$ cat src/rtl/pc_unit.sv
// Program-counter unit: sequential advance, stall, redirect, single-level interrupt entry/return.
// Define PC_RAS_EN to add a circular return-address stack driven by call/ret.
module pc_unit #(
   parameter int               WIDTH     = 32,
   parameter int               STEP      = 1,
   parameter logic [WIDTH-1:0] RESET_VEC = WIDTH'(32),
   parameter logic [WIDTH-1:0] INT_VEC   = '0,
   parameter int               RAS_DEPTH = 4
) (
   input  logic             clk,
   input  logic             rst,
   input  logic             stall,
   input  logic             redirect,
   input  logic [WIDTH-1:0] redirect_tgt,
   input  logic             call,
   input  logic             ret,
   input  logic             int_req,
   input  logic             rti,
   output logic [WIDTH-1:0] pc,
   output logic             pc_valid,
   output logic             int_ack,
   output logic [WIDTH-1:0] epc,
   output logic             in_handler,
   output logic             ras_empty,
   output logic             ras_uflow
);

   typedef enum logic {RUN, INT_SAVE} state_t;

   state_t           state, state_nxt;
   logic [WIDTH-1:0] pc_nxt, epc_nxt, pc_inc, ras_top;
   logic             in_handler_nxt, uflow_nxt, push, pop;

   assign pc_inc = pc + WIDTH'(STEP);

`ifdef PC_RAS_EN
   localparam bit                RAS_ON = 1'b1;
   localparam int                PTR_W  = $clog2(RAS_DEPTH);
   localparam logic [PTR_W:0]    FULL   = (PTR_W+1)'(RAS_DEPTH);

   logic [WIDTH-1:0] ras_mem [RAS_DEPTH];
   logic [PTR_W-1:0] sp;   // next free slot; top of stack is sp-1
   logic [PTR_W:0]   cnt;

   assign ras_top   = ras_mem[sp - PTR_W'(1)];
   assign ras_empty = (cnt == '0);

   always_ff @(posedge clk) begin
      if (!rst) begin
         sp  <= '0;
         cnt <= '0;
      end else if (push) begin
         // A push into a full stack silently drops the oldest entry.
         sp <= sp + PTR_W'(1);
         if (cnt != FULL) cnt <= cnt + (PTR_W+1)'(1);
      end else if (pop) begin
         sp  <= sp - PTR_W'(1);
         cnt <= cnt - (PTR_W+1)'(1);
      end
   end

   // NOTE: storage needs no reset; cnt==0 already marks every entry invalid.
   always_ff @(posedge clk) begin
      if (push && rst) ras_mem[sp] <= pc_inc;
   end
`else
   localparam bit RAS_ON = 1'b0;
   logic unused_ras;

   assign ras_top    = '0;
   assign ras_empty  = 1'b1;
   assign unused_ras = ^{push, pop, RAS_DEPTH[0]};
`endif

   // NOTE: every output gets a default first so no path through the case infers a latch.
   always_comb begin
      state_nxt      = state;
      pc_nxt         = pc;
      epc_nxt        = epc;
      in_handler_nxt = in_handler;
      uflow_nxt      = 1'b0;
      push           = 1'b0;
      pop            = 1'b0;
      case (state)
         INT_SAVE: begin
            state_nxt      = RUN;
            pc_nxt         = INT_VEC;
            in_handler_nxt = 1'b1;
         end
         default: begin
            if (int_req && !in_handler && !stall) begin
               state_nxt = INT_SAVE;
               epc_nxt   = pc;
            end else if (rti && in_handler) begin
               pc_nxt         = epc;
               in_handler_nxt = 1'b0;
            end else if (redirect) begin
               pc_nxt = redirect_tgt;
               push   = RAS_ON && call;
            end else if (RAS_ON && ret) begin
               if (ras_empty) begin
                  pc_nxt    = pc_inc;
                  uflow_nxt = 1'b1;
               end else begin
                  pc_nxt = ras_top;
                  pop    = 1'b1;
               end
            end else if (!stall) begin
               pc_nxt = pc_inc;
            end
         end
      endcase
   end

   // NOTE: state registers use non-blocking assignments so all of them update together.
   always_ff @(posedge clk) begin
      if (!rst) begin
         state      <= RUN;
         pc         <= RESET_VEC;
         epc        <= '0;
         in_handler <= 1'b0;
         ras_uflow  <= 1'b0;
      end else begin
         state      <= state_nxt;
         pc         <= pc_nxt;
         epc        <= epc_nxt;
         in_handler <= in_handler_nxt;
         ras_uflow  <= uflow_nxt;
      end
   end

   assign pc_valid = (state == RUN);
   assign int_ack  = (state == INT_SAVE);

endmodule

$ cat config.mk
export PLATFORM = sky130hd
export DESIGN_NAME = pc_unit
export DESIGN_NICKNAME = d
export VERILOG_FILES = /design/src/rtl/pc_unit.sv
export SDC_FILE = /design/constraint.sdc
export NUM_CORES = 1
export LEC_CHECK = 0
export ABC_AREA = 1
export CAP_MARGIN = 5
export CORE_MARGIN = 5
export CORE_UTILIZATION = 52
export CTS_CLUSTER_DIAMETER = 80
export CTS_CLUSTER_SIZE = 12
export DETAILED_ROUTE_END_ITERATION = 8
export PLACE_DENSITY = 0.86
export SYNTH_ARGS = -nofsm -noshare
export SYNTH_HDL_FRONTEND = slang
export SYNTH_SLANG_ARGS = --single-unit
$ cat constraint.sdc
create_clock -name clk -period 2.2 [get_ports clk]
set_input_delay 0.33 -clock clk [delete_from_list [all_inputs] [get_ports clk]]
set_output_delay 0.33 -clock clk [all_outputs]
set_load 0.01 [all_outputs]
==> metrics.md <==
| Metric | Value |
|---|---|
| Setup Fix Bufs, Post-CTS | `0` |
| Clk pin slew, worst setup/hold paths | `0.07 ns` |
| Setup CP Type | `reg -> out` |
| Core ar. | `a little over 7000 sq um` |
| Post-CTS sizing | `0` |
| Syn Nets | `~650` |
| Via count | `approximately 4,500` |
| Critical Path Sink Type | `primary output` |
| CP max stage delay | `a little over 0.6 ns` |
| Die Span Y | `96.2 um` |
| Width of the die | `96.2 um` |
| H-tree levels | `3` |
| Synth cell types | `32` |
| Avg Inst Size Synth | `between 6 and 7 sq um` |
| Final period util | `0.807` |
| Pre-Repair DR Iteration Count | `5` |
| Hold Buf Count CTS | `0` |
| Worst Path Required | `1.87 ns` |
| Avg WL per Cell | `approximately 15 um` |
| Placement Rows | `31` |
| Area Overhead vs Synth | `33.4%` |
| Max-cap violations | `0` |
| Mapped Cells | `a little over 600` |
| Diodes inserted | `0` |
| Cell family contributing the most delay on the critical path | `buffers and inverters` |
| Tmin final | `1.77 ns` |
| Placed Cells | `796` |
| Post-DP HPWL | `about 9000 um` |
| Post-DP Area | `5000 sq um` |
| Mapped Area | `between 3000 and 4000 sq um` |
| Post-Layout Inst Area | `approximately 5200 sq um` |
| Worst-Skew Late Latency | `about 0.34 ns` |
| Most common cell after layout, fill and taps aside | `nand2_1` |
| Setup repair after global routing missed its margin | `no` |
| Fill cells | `between 600 and 700` |
| Fraction of layout cells with a size suffix above 1 | `0.0687` |
| DR vias/cell | `~5.6` |
| Antenna violations before repair | `0` |
| GRT Overall Usage | `0.278` |
| Cell chain of the critical path | `clkdlybuf4s50_1` |
| Clock sinks | `66` |
| Outcome | `finished clean` |
| Remaining DRCs | `0` |
| Vias in the first global route | `4,325` |
| TritonCTS buffer count | `9` |
| FMAX | `564 MHz` |
| First-pass GRT wire length | `between 20,000 and 25,000 um` |
| Largest net degree at the start of global routing | `between 60 and 70` |
| Die area | `9260 sq um` |
| CP max FO | `7` |
| TritonCTS clock tree | `yes` |
| Crit path buffers/inverters | `1` |
| GPL Wtd Cong | `0.962` |
| Endpoints failing setup | `0` |
| Seq cells post-synth | `66` |
| Leakage | `around 1.9 nW` |
| Max clock buf depth | `2` |
| Clock root buffer | `clkbuf_8` |
| I/O Pins | `roughly 110` |
| Non-filler cells, final | `~810` |
| Final Routed Wirelength | `approximately 13,000 um` |
| Grt ovf | `0` |
| Remaining antenna violation count after routing | `0` |
| Sequential share of the synthesized area | `0.342` |
| Worst setup SP type | `register` |
| Clk_skew | `about 0.008 ns` |
| Setup TNS | `0 ns` |
| DRT iter0 DRCs | `420` |
| Most frequent cells in the layout | `nand2_1 (125), clkdlybuf4s50_1 (104), nor2_1 (100), a21oi_1 (92), o21ai_0 (73)` |
| Worst path arrival time | `1.44 ns` |
| Slowest cell on the critical path | `clkdlybuf4s50_1` |
| Initial Util | `0.533` |
| Nets | `between 700 and 800` |
| Final Power | `0.00307 W` |
| Type of the tightest min-delay check | `reg -> reg` |
| Final hold violations | `0` |
| PwrDens | `between 500 and 600 nW/um^2` |
| Max IR drop VDD | `0.000310 V` |
| Number of buffers added on ports | `around 100` |
| Max Slew Vio Count | `0` |
| Yosys warns | `0` |
[final timing paths]
check | start | endpoint | slack [ns] | depth (start not counted)
worst min-delay path | in_handler | in_handler | 0.51 | 2
worst min register to register | in_handler | in_handler | 0.51 | 2
worst max register to register | pc[1] | pc[16] | 0.44 | 9
worst max-delay path | pc[3] | pc[3] | 0.43 | 1
[stage by stage]
| stage | util | hold WS (ns) | worst slack (ns) |
|---|---|---|---|
| final | 0.711 | 0.510 | 0.425 |
| after global routing | 0.711 | 0.543 | 0.231 |
| after CTS | 0.711 | 0.518 | 0.424 |
| after detailed placement | 0.689 | 0.507 | 0.379 |
| after global placement | 0.689 | 0.488 | 0.430 |
| after floorplan | - | 0.462 | 0.708 |
[cell families (layout without fill, tap and decap cells)]
group | after synthesis | in the layout | share of synthesized area
flip-flops | 66 | 66 | 0.342
other | 2 | 2 | 0.00194
adder cells (fa/ha/maj) | 1 | 1 | 0.00323
AO/OA/AOI/OAI | 174 | 174 | 0.230
XOR/XNOR | 7 | 7 | 0.0159
buffers and inverters | 78 | 178 | 0.0925
AND/OR/NAND/NOR | 285 | 285 | 0.314
[where the power goes]
part	switching [W]	total [W]	internal (W)
Sequential	0.000127	0.00142	0.00130
Clock	0.000452	0.000888	0.000436
Combinational	0.000385	0.000760	0.000374
[layer usage]
layer / global-route usage / vias to the layer above / routed length [um]
met5: 0 / - / 0
met4: 0.126 / 0 / 302
met2: 0.449 / 228 / 5880
met3: 0.0485 / 27 / 946
met1: 0.360 / 2090 / 5440
li1: - / 2198 / -
[cells in the mapped netlist, drive strengths merged]
master,count,area share
ha,1,0.0032
xnor2,1,0.0023
nand4,1,0.0016
o21ai,74,0.096
nand3,38,0.050
conb,2,0.0019
clkinv,1,0.00097
xor2,6,0.014
nand3b,1,0.0052
nor2,113,0.12
a211oi,2,0.0039
o22ai,1,0.0016
inv,44,0.043
dfxtp,66,0.34
a21oi,93,0.12
clkbuf,16,0.021
nand2,132,0.13
o211ai,4,0.0078
dlymetal6s2s,1,0.0032
buf,16,0.024
[flip-flops by register name, indices dropped and copies added, names as in the netlist]
register / count
epc: 32
int_ack: 1
in_handler: 1
pc: 32
[cell type report]
type	instances	area [sq um]	area share
clock buffer	13	149	0.0289
clock inverter	3	15.0	0.00291
inverter	45	169	0.0327
multi-input combinational	469	2190	0.425
sequential	66	1320	0.256
tap	99	124	0.0240
timing repair buffer	117	1190	0.230
No activity file was read; power rests on OpenSTA's default activity.
